[src/rtl/countdown_ctrl.sv]
// countdown_ctrl: central sequencer for the mm:ss countdown timer.
// It decodes the debounced key pulses, holds the BCD time registers, runs
// the 1 Hz prescaler and the IDLE/RUN/PAUSE/DONE state machine, and drives
// the alarm. Every output is a register, so there is one cycle of latency
// from a key pulse to the outputs.
module countdown_ctrl #(
    parameter int TICK_DIV    = 10_000_000,
    parameter int ALARM_TICKS = 5
) (
    input  logic       clk,
    input  logic       rst,
    input  logic [3:0] key_pulse,
    output logic [7:0] min_bcd,
    output logic [7:0] sec_bcd,
    output logic [1:0] state,
    output logic       running,
    output logic       alarm
);

    localparam int PW = (TICK_DIV > 1) ? $clog2(TICK_DIV) : 1;
    localparam int AW = $clog2(ALARM_TICKS + 1);
    localparam logic [PW-1:0] PRESC_MAX = PW'(TICK_DIV - 1);
    localparam logic [AW-1:0] ACNT_LAST = AW'(ALARM_TICKS - 1);

    typedef enum logic [1:0] {
        S_IDLE  = 2'b00,
        S_RUN   = 2'b01,
        S_PAUSE = 2'b10,
        S_DONE  = 2'b11
    } state_t;

    state_t        r_state;
    state_t        w_state_nxt;
    logic [7:0]    r_min;
    logic [7:0]    r_sec;
    logic [7:0]    w_min_nxt;
    logic [7:0]    w_sec_nxt;
    logic [PW-1:0] r_presc;
    logic [PW-1:0] w_presc_nxt;
    logic [AW-1:0] r_acnt;
    logic [AW-1:0] w_acnt_nxt;
    logic          r_running;
    logic          r_alarm;

    logic          w_clr;
    logic          w_start;
    logic          w_minp;
    logic          w_secp;
    logic          w_tick;
    logic          w_time_zero;
    logic          w_last_sec;
    logic [7:0]    w_min_dec;
    logic [7:0]    w_sec_dec;

    // BCD increment within 00..59; 59 wraps to 00 with no carry out.
    function automatic logic [7:0] bcd_inc(input logic [7:0] v);
        if (v == 8'h59)
            return 8'h00;
        else if (v[3:0] == 4'd9)
            return {v[7:4] + 4'd1, 4'h0};
        else
            return {v[7:4], v[3:0] + 4'd1};
    endfunction

    // BCD decrement; only ever applied to a non-zero value.
    function automatic logic [7:0] bcd_dec(input logic [7:0] v);
        if (v[3:0] == 4'd0)
            return {v[7:4] - 4'd1, 4'h9};
        else
            return {v[7:4], v[3:0] - 4'd1};
    endfunction

    // Key priority: clear > start/pause > minute+ > second+.
    assign w_clr   = key_pulse[1];
    assign w_start = key_pulse[0] & ~key_pulse[1];
    assign w_minp  = key_pulse[2] & ~key_pulse[1] & ~key_pulse[0];
    assign w_secp  = key_pulse[3] & ~key_pulse[2] & ~key_pulse[1] & ~key_pulse[0];

    // The prescaler only sits at its top value while counting, so no state gate is needed.
    assign w_tick      = (r_presc == PRESC_MAX);
    assign w_time_zero = (r_min == 8'h00) && (r_sec == 8'h00);
    assign w_last_sec  = (r_min == 8'h00) && (r_sec == 8'h01);
    assign w_sec_dec   = (r_sec == 8'h00) ? 8'h59 : bcd_dec(r_sec);
    assign w_min_dec   = (r_sec == 8'h00) ? bcd_dec(r_min) : r_min;

    // Next-state, time, prescaler and alarm-counter decision for this cycle.
    always_comb begin
        w_state_nxt = r_state;
        w_min_nxt   = r_min;
        w_sec_nxt   = r_sec;
        w_presc_nxt = r_presc;
        w_acnt_nxt  = r_acnt;
        case (r_state)
            S_IDLE: begin
                if (w_clr) begin
                    w_min_nxt = 8'h00;
                    w_sec_nxt = 8'h00;
                end else if (w_start) begin
                    if (!w_time_zero) begin
                        w_state_nxt = S_RUN;
                        w_presc_nxt = '0;
                    end
                end else if (w_minp) begin
                    w_min_nxt = bcd_inc(r_min);
                end else if (w_secp) begin
                    w_sec_nxt = bcd_inc(r_sec);
                end
            end
            S_RUN: begin
                if (w_clr) begin
                    w_min_nxt   = 8'h00;
                    w_sec_nxt   = 8'h00;
                    w_state_nxt = S_IDLE;
                    w_presc_nxt = '0;
                end else if (w_tick) begin
                    // The tick lands before a coincident pause; reaching 00:00 beats PAUSE.
                    w_presc_nxt = '0;
                    w_min_nxt   = w_min_dec;
                    w_sec_nxt   = w_sec_dec;
                    if (w_last_sec) begin
                        w_state_nxt = S_DONE;
                        w_acnt_nxt  = '0;
                    end else if (w_start) begin
                        w_state_nxt = S_PAUSE;
                    end
                end else if (w_start) begin
                    // The pausing edge leaves the count alone and the resuming edge
                    // advances it, so a pause/resume pair keeps the tick phase exact.
                    w_state_nxt = S_PAUSE;
                end else begin
                    w_presc_nxt = r_presc + PW'(1);
                end
            end
            S_PAUSE: begin
                if (w_clr) begin
                    w_min_nxt   = 8'h00;
                    w_sec_nxt   = 8'h00;
                    w_state_nxt = S_IDLE;
                    w_presc_nxt = '0;
                end else if (w_start) begin
                    w_state_nxt = S_RUN;
                    w_presc_nxt = r_presc + PW'(1);
                end
            end
            S_DONE: begin
                if (|key_pulse) begin
                    w_state_nxt = S_IDLE;
                    w_presc_nxt = '0;
                end else if (w_tick) begin
                    w_presc_nxt = '0;
                    if (r_acnt == ACNT_LAST)
                        w_state_nxt = S_IDLE;
                    else
                        w_acnt_nxt = r_acnt + AW'(1);
                end else begin
                    w_presc_nxt = r_presc + PW'(1);
                end
            end
            default: begin
                w_state_nxt = S_IDLE;
            end
        endcase
    end

    // State register; running/alarm are registered decodes of the next state so they never glitch.
    always_ff @(posedge clk) begin
        if (rst) begin
            r_state   <= S_IDLE;
            r_min     <= 8'h00;
            r_sec     <= 8'h00;
            r_presc   <= '0;
            r_acnt    <= '0;
            r_running <= 1'b0;
            r_alarm   <= 1'b0;
        end else begin
            r_state   <= w_state_nxt;
            r_min     <= w_min_nxt;
            r_sec     <= w_sec_nxt;
            r_presc   <= w_presc_nxt;
            r_acnt    <= w_acnt_nxt;
            r_running <= (w_state_nxt == S_RUN);
            r_alarm   <= (w_state_nxt == S_DONE);
        end
    end

    assign min_bcd = r_min;
    assign sec_bcd = r_sec;
    assign state   = r_state;
    assign running = r_running;
    assign alarm   = r_alarm;

endmodule
[config.mk]
export PLATFORM = sky130hd
export DESIGN_NAME = countdown_ctrl
export DESIGN_NICKNAME = d
export VERILOG_FILES = /design/src/rtl/countdown_ctrl.sv
export SDC_FILE = /design/constraint.sdc
export NUM_CORES = 1
export LEC_CHECK = 0
export CAP_MARGIN = 40
export CELL_PAD_IN_SITES_DETAIL_PLACEMENT = 1
export CELL_PAD_IN_SITES_GLOBAL_PLACEMENT = 2
export CORE_MARGIN = 1.5
export CORE_UTILIZATION = 30
export CTS_CLUSTER_DIAMETER = 60
export DETAILED_ROUTE_END_ITERATION = 6
export PLACE_DENSITY = 0.69
export SLEW_MARGIN = 10
export SYNTH_ARGS = -nofsm -noshare
export SYNTH_HDL_FRONTEND = slang
export SYNTH_SLANG_ARGS = --single-unit
[constraint.sdc]
create_clock -name clk -period 2.7 [get_ports clk]
set_input_delay 0.54 -clock clk [delete_from_list [all_inputs] [get_ports clk]]
set_output_delay 0.54 -clock clk [all_outputs]
set_load 0.1 [all_outputs]
==> summary.txt, run 1 <==
Synth
  – Most used standard cell by instance count after synthesis: nor2_1
  – Compound-cell area share of the yosys netlist: 23.2%
  – Total standard cell area after synthesis: 3470 um^2
  – Area leader, netlist: dfxtp_1
  – Simple-gate share of the synthesized area: 32.1%
  – Synth warn: 0
  – Number of flops mapped to enable cells by yosys: 0
  – Parity-gate share of the synthesized area counting xor and xnor cells: 1.77%
  – Syn nets: 492
  – Adder-cell area share of the yosys netlist: 6.84%
  – Count of different cell masters after synthesis: 63
  – Ys async rst share: 0%
  – Count of state elements after synthesis: 47
  – Main synth FF type: dfxtp_1
  – Fraction of the yosys area taken by sequential cells: 27.1%
  – Post-synthesis average cell area: 7.44 um^2
  – Top cells by area in the synthesized netlist: dfxtp_1, ha_1, a21oi_1, nor2_1, nand2_1
  – Gate count of the mapped netlist: 467
  – Main combinational cell family by area after synthesis: simple AND/OR/NAND/NOR gates
  – Portion of netlist area occupied by mux cells: 2.95%
  – Fraction of post-synthesis cell area in the top cell type by area: 27.1%
  – Leading post-synthesis cells by instance count: nor2_1, dfxtp_1, nand2_1

Timing
  – Setup violators final: 0
  – Clock period minus worst slack: 2.51 ns
  – Maximum clock rate: 0.399 GHz
  – Number of pins exceeding their max-slew limit in the final report: 0
  – Setup TNS Final: 0 ns
  – Final clock period utilization by the worst path: 92.8%
  – Setup ws final: 0.193 ns
  – Relative slew slack: 67.9%
  – Clk_skew: 0.00285 ns
  – Hold Fails Final Rpt: 0
  – RSZ-0062 raised after global routing: false
  – Worst Max-Slew Pin Slew: 0.475 ns

GRT
  – Vias in the first global route: 3763
  – First-pass GRT wire length: 19100 um
  – Gr ovfl total: 0
  – Initial antenna violation count: 0
  – Maximum number of pins on one net before global-route repair: 23
  – Overall global routing resource usage: 19.3%

Layout
  – Antenna diode count: 0
  – Post-layout nets: 554
  – Ratio of cells with drive above 1 in the final layout: 20.4%
  – Number of standard cells in the layout, taps in and fillers out: 673
  – Layout overhead on the synthesized area: 25.2%

Critical path
  – Setup crit start kind: flop
  – Critical path endpoint category: flop
  – Delay-heaviest family, CP: simple AND/OR/NAND/NOR gates
  – Worst Path Max Fanout: 6
  – Worst reg2reg startpoint: r_presc[9]
  – Worst path required time: 2.91 ns
  – Worst stage delay on the critical path: 0.50 ns
  – Cell breakdown of the critical path: nor4bb_1, nand4_1, or3_4, a2111oi_4, buf_4, nor2_1, a211oi_1
  – Launching instance or port of the critical path: r_presc[9]
  – CP max stage cell: or3_4
  – Worst Setup Path Type: flop to flop
  – Worst path bufs/invs: 1
  – Crit path DAT: 2.72 ns

Drt
  – Drt first pass iters: 4
  – Total wirelength of the detailed-routed design: 11500 um
  – Overall via count from detail_route: 3672
  – Residual DRC: 0
  – Ratio of routed vias to standard cells: 5.46
  – Number of antenna-violating nets in the routed design: 0
  – Violation count after the first detailed-route iteration: 118
  – Wirelength per Cell: 17.2 um

Clock network
  – Cts bufs inserted: 5
  – Cell chosen for the clock root: clkbuf_16
  – Max Root-Sink Buffers: 2
  – Clock tree from TritonCTS: built
  – Clock network latency to the later pin of the worst-skew pair: 0.30 ns
  – Buffer count from post-CTS setup fixing: 0
  – Clock slew at the register clock pins of the worst setup and hold paths: 0.06 ns
  – # resized after CTS: 0
  – Quantity of hold-fixing buffers added after cts: 0
  – H-tree depth reported by CTS: 2
  – Clock sink count: 47

Min path
  – Type of the worst min-delay path: flop to flop
  – Critical hold path startpoint: r_acnt[1]

Place
  – Placed cell count: 665
  – Placement-stage worst setup slack: -0.0455 ns
  – I/O Buffers: 25
  – Routability congestion estimate from global placement: 0.780
  – Estimated wirelength of the detail-placed design: 8940 um

Floorplanning
  – Area of the core: 11400 um^2
  – Die Height: 111 um
  – Die outline area: 12200 um^2
  – Width of the die: 111 um
  – Starting Density: 30.5%
  – Rows: 39
  – I/O Pins: 26

Power and ir drop
  – Power Density: 678 nW/um^2
  – Largest vdd supply drop: 0.349 mV
  – Leakage power: 1.61 nW

Run status
  – Outcome: finished, final reports clean

Job
  – # Max-Cap Violations: 0
==> tightest hold or removal path: stages, from the launching register on <==
cell and delay (ns):
dfxtp_1 0.33, nand2_1 0.06, a21oi_1 0.05
==> worst paths after layout <==
path	depth (start not counted)	end	slack, ns
setup reg to reg	7	sec_bcd[7]	0.19
hold / removal	2	r_acnt[1]	0.48
hold reg to reg	2	r_acnt[1]	0.48
setup / recovery	7	sec_bcd[7]	0.19
==> final cells by class <==
class	count	area [um^2]
fillers	1432	7020
flip-flops and latches	47	952
inverters	30	113
well taps	143	179
repair buffers	79	606
clock buffers	8	156
multi-input cells	366	2340
==> sequential cells by signal (all words and copies together), names as in the netlist <==
signal and count:
r_presc 24, min_bcd 8, sec_bcd 8, r_acnt 3, state 2, alarm 1, running 1
==> per-stage QoR <==
step           utilization [%]  instance area (um^2)  power, mW  hold WS (ns)
2_1_floorplan                -                  3480       1.79         0.449
3_3_place_gp              36.7                  4170       2.27         0.463
6_report                  38.2                  4350       2.95         0.480
3_5_place_dp              36.7                  4170       2.28         0.474
5_1_grt                   38.2                  4350       3.12         0.512
4_1_cts                   38.1                  4330       2.97         0.484
==> power breakdown <==
group	leakage [nW]	internal, mW	switching (mW)
sequential	0.384	0.738	0.0579
clock	0.0772	0.395	0.281
combinational	1.15	0.524	0.953
total	1.61	1.66	1.29
==> cells in the final DEF (no fill, tap or decap), types with 6 or more instances in the layout <==
master,n
o21ai_0,24
nand2b_1,8
or3_1,9
a21oi_1,39
and3_1,7
a211oi_1,6
buf_4,74
nor3_1,14
dfxtp_2,9
nand3_1,25
nor2b_1,6
nand4_1,8
xor2_1,6
dfxtp_1,38
o32ai_1,9
inv_1,29
nor2_1,50
mux2i_1,8
ha_1,19
nand2_1,40
==> layer usage <==
layer  up-vias  wire length (um)  GRT usage, %
li1       1836                 -             -
met1      1795              5360          23.7
met2        33              5820          34.6
met3         8               243          3.62
met4         0               124          4.87
met5         -                 0             0
==> logic make-up after synthesis <==
logic type,after synthesis
xor gates and xnor gates,7
adders and majority gates,19
muxes,10
buffers and inverters,54
and+or+nand+nor,209
AOI/OAI and AO/OA,121
DFF,47
Note: power is estimated with default switching activity, not from simulation.
==> run 2: changes to the inputs <==
--- a/config.mk
+++ b/config.mk
@@ -13,6 +13,7 @@
 export CTS_CLUSTER_DIAMETER = 60
 export DETAILED_ROUTE_END_ITERATION = 6
 export PLACE_DENSITY = 0.69
+export RECOVER_POWER = 25
 export SLEW_MARGIN = 10
 export SYNTH_ARGS = -nofsm -noshare
 export SYNTH_HDL_FRONTEND = slang
==> run 2 against run 1 <==
Net effect:
- clock power about the same
- sequential share of layout area increased by 0.31 points
- sequential power about the same
- combinational power about the same
- critical path depth unchanged
- largest cell class unchanged
- largest power group unchanged
==> summary.txt, run 2 (synthesis results as in run 1) <==
GRT
  – Vias in the first global route: 3763 (unchanged)
  – First-pass GRT wire length: 19100 um (unchanged)
  – Maximum number of pins on one net before global-route repair: 23 (unchanged)
  – Overall global routing resource usage: 19.3% (unchanged)
  – Initial antenna violation count: 0 (unchanged)
  – Gr ovfl total: 0 (unchanged)

Critical path
  – Worst Setup Path Type: flop to flop
  – Worst Path Max Fanout: 6 (unchanged)
  – Reg2Reg Depth: 7 (unchanged)
  – Worst reg2reg startpoint: r_presc[9]
  – Worst stage delay on the critical path: 0.50 ns (about the same)
  – Worst path bufs/invs: 1 (unchanged)
  – Crit path DAT: 2.72 ns (about the same)
  – Cell breakdown of the critical path: nor4bb_1, nand4_1, or3_4, a2111oi_4, buf_4, nor2_1, a211oi_1
  – CP max stage cell: or3_4
  – Setup crit start kind: flop
  – Critical path endpoint category: flop
  – Delay-heaviest family, CP: simple AND/OR/NAND/NOR gates
  – Worst path required time: 2.91 ns (about the same)
  – Worst R2R End: sec_bcd[7]
  – Flop2flop setup slack: 0.19 ns (about the same)

Drt
  – Wirelength per Cell: 17.2 um (about the same)
  – Ratio of routed vias to standard cells: 5.45 (-0.16%)
  – Overall via count from detail_route: 3666 (-0.16%)
  – Drt first pass iters: 4 (unchanged)
  – Total wirelength of the detailed-routed design: 11500 um (about the same)
  – Violation count after the first detailed-route iteration: 120 (+1.7%)
  – Number of antenna-violating nets in the routed design: 0 (unchanged)
  – Residual DRC: 0 (unchanged)

Layout
  – Number of flip-flops in the largest register: 24 (unchanged)
  – Layout overhead on the synthesized area: 23.5%
  – Ratio of cells with drive above 1 in the final layout: 17.4% (-3.0 points)
  – Antenna diode count: 0 (unchanged)
  – Post-layout nets: 554 (unchanged)
  – Most frequent cells in the layout: buf_4, nor2_1, nand2_1
  – Finished Cell Area: 4290 um^2 (-1.4%)
  – Count of fill cells added during filler insertion: 1440 (+0.56%)
  – Leading cell type in the layout, fill and taps excluded: buf_4
  – Largest Register: r_presc
  – Number of standard cells in the layout, taps in and fillers out: 673 (unchanged)

Timing
  – Relative slew slack: 22.2% (-46 points)
  – Clock period minus worst slack: 2.51 ns (-0.0000110 ns)
  – RSZ-0062 raised after global routing: false
  – Worst Max-Slew Pin Slew: 1.17 ns (+0.697 ns)
  – Final clock period utilization by the worst path: 92.8% (about the same)
  – Setup violators final: 0 (unchanged)
  – Worst hold margin: 0.480 ns (unchanged)
  – Maximum clock rate: 0.399 GHz (about the same)
  – Clk_skew: 0.00282 ns (-0.0000335 ns)
  – Setup TNS Final: 0 ns (unchanged)
  – Hold Fails Final Rpt: 0 (unchanged)
  – Number of pins exceeding their max-slew limit in the final report: 0 (unchanged)

Place
  – Routability congestion estimate from global placement: 0.780 (unchanged)
  – Estimated wirelength of the detail-placed design: 8940 um (unchanged)
  – Total placed instance area: 4170 um^2 (unchanged)
  – Placed cell count: 665 (unchanged)
  – I/O Buffers: 25 (unchanged)

Floorplanning
  – Area of the core: 11400 um^2 (unchanged)
  – Starting Density: 30.5% (unchanged)
  – Die outline area: 12200 um^2 (unchanged)
  – I/O Pins: 26 (unchanged)
  – Rows: 39 (unchanged)
  – Width of the die: 111 um (unchanged)
  – Die Height: 111 um (unchanged)

Min path
  – Terminating pin of the worst hold path: r_acnt[1]
  – Type of the worst min-delay path: flop to flop
  – Critical hold path startpoint: r_acnt[1]
  – Number of instances on the worst hold path: 2 (unchanged)

Clock network
  – H-tree depth reported by CTS: 2 (unchanged)
  – Max Root-Sink Buffers: 2 (unchanged)
  – Clock slew at the register clock pins of the worst setup and hold paths: 0.06 ns (about the same)
  – Cell chosen for the clock root: clkbuf_16
  – Cts bufs inserted: 5 (unchanged)
  – Clock sink count: 47 (unchanged)
  – Quantity of hold-fixing buffers added after cts: 0 (unchanged)
  – Clock network latency to the later pin of the worst-skew pair: 0.30 ns (about the same)
  – Clock tree from TritonCTS: built

Power and ir drop
  – Power after layout: 2.92 mW (-1.1%)
  – Largest vdd supply drop: 0.349 mV (about the same)
  – Leakage power: 1.55 nW (-4.2%)
  – Power Density: 680 nW/um^2 (+0.32%)

Job
  – # Max-Cap Violations: 0 (unchanged)

Run status
  – Outcome: finished, final reports clean
## run 2: cell types whose count changed in the layout (fill, tap and decap cells not counted)
cell and change:
buf_4 -16, clkbuf_1 +16
## run 2: stage by stage
| stage | util (%) | setup slack [ns] |
|---|---|---|
| 6_report | 37.7 | 0.193 |
| 5_1_grt | 37.7 | 0.0208 |
| 4_1_cts | 38.1 | 0.0822 |
| 3_5_place_dp | 36.7 | -0.0455 |
| 3_3_place_gp | 36.7 | 0.0269 |
| 2_1_floorplan | - | 0.0211 |
## run 2: layout make-up
cell class                      count  area, um^2  area share, %
Timing Repair Buffer               79         546           12.7
Clock buffer                        8         156           3.65
Multi-Input combinational cell    366        2340           54.6
Inverter                           30         113           2.63
Tap cell                          143         179           4.17
Sequential cell                    47         952           22.2
## run 2: power by group
| part | internal [mW] | switching [mW] | leakage [nW] | total [mW] |
|---|---|---|---|---|
| logic | 0.494 | 0.953 | 1.09 | 1.45 |
| clock network | 0.395 | 0.281 | 0.0772 | 0.676 |
| registers | 0.738 | 0.0568 | 0.384 | 0.795 |
## run 2: metal layers
metal | wire length [um] | vias up | track usage (%)
li1 | - | 1838 | -
met3 | 246 | 8 | 3.62
met2 | 5810 | 31 | 34.6
met5 | 0 | - | 0
met4 | 124 | 0 | 4.87
met1 | 5360 | 1789 | 23.7
## run 2: worst max path at each step
| stage | startpoint | to | slack (ns) | depth (start not counted) |
|---|---|---|---|---|
| final | r_presc[9] | sec_bcd[7] | 0.19 | 7 |
| after global routing | sec_bcd[5] | r_presc[10] | 0.02 | 11 |
| after CTS | sec_bcd[5] | min_bcd[1] | 0.08 | 8 |
| after detailed placement | key_pulse[0] | sec_bcd[7] | -0.05 | 8 |
| after global placement | key_pulse[3] | sec_bcd[7] | 0.03 | 8 |
| after floorplan | min_bcd[5] | r_presc[3] | 0.02 | 9 |
## run 2: worst reg2reg max path, stage by stage (launching register included)
cell	delay (ns)
dfxtp_1	0.42
nor4bb_1	0.32
nand4_1	0.26
or3_4	0.50
a2111oi_4	0.46
buf_4	0.20
nor2_1	0.04
a211oi_1	0.22
## run 2: timing repair
action | 4_1_cts | 5_1_grt
setup endpoints to repair | 0 | 20
buffers inserted | 0 | 0
gates resized for setup | 0 | 5
==> run 3: changes to the inputs <==
--- a/config.mk
+++ b/config.mk
@@ -5,7 +5,6 @@
 export SDC_FILE = /design/constraint.sdc
 export NUM_CORES = 1
 export LEC_CHECK = 0
-export CAP_MARGIN = 40
 export CELL_PAD_IN_SITES_DETAIL_PLACEMENT = 1
 export CELL_PAD_IN_SITES_GLOBAL_PLACEMENT = 2
 export CORE_MARGIN = 1.5
==> results of run 3 <==
No change in the layout: final DEF, timing and power equal those of run 2.
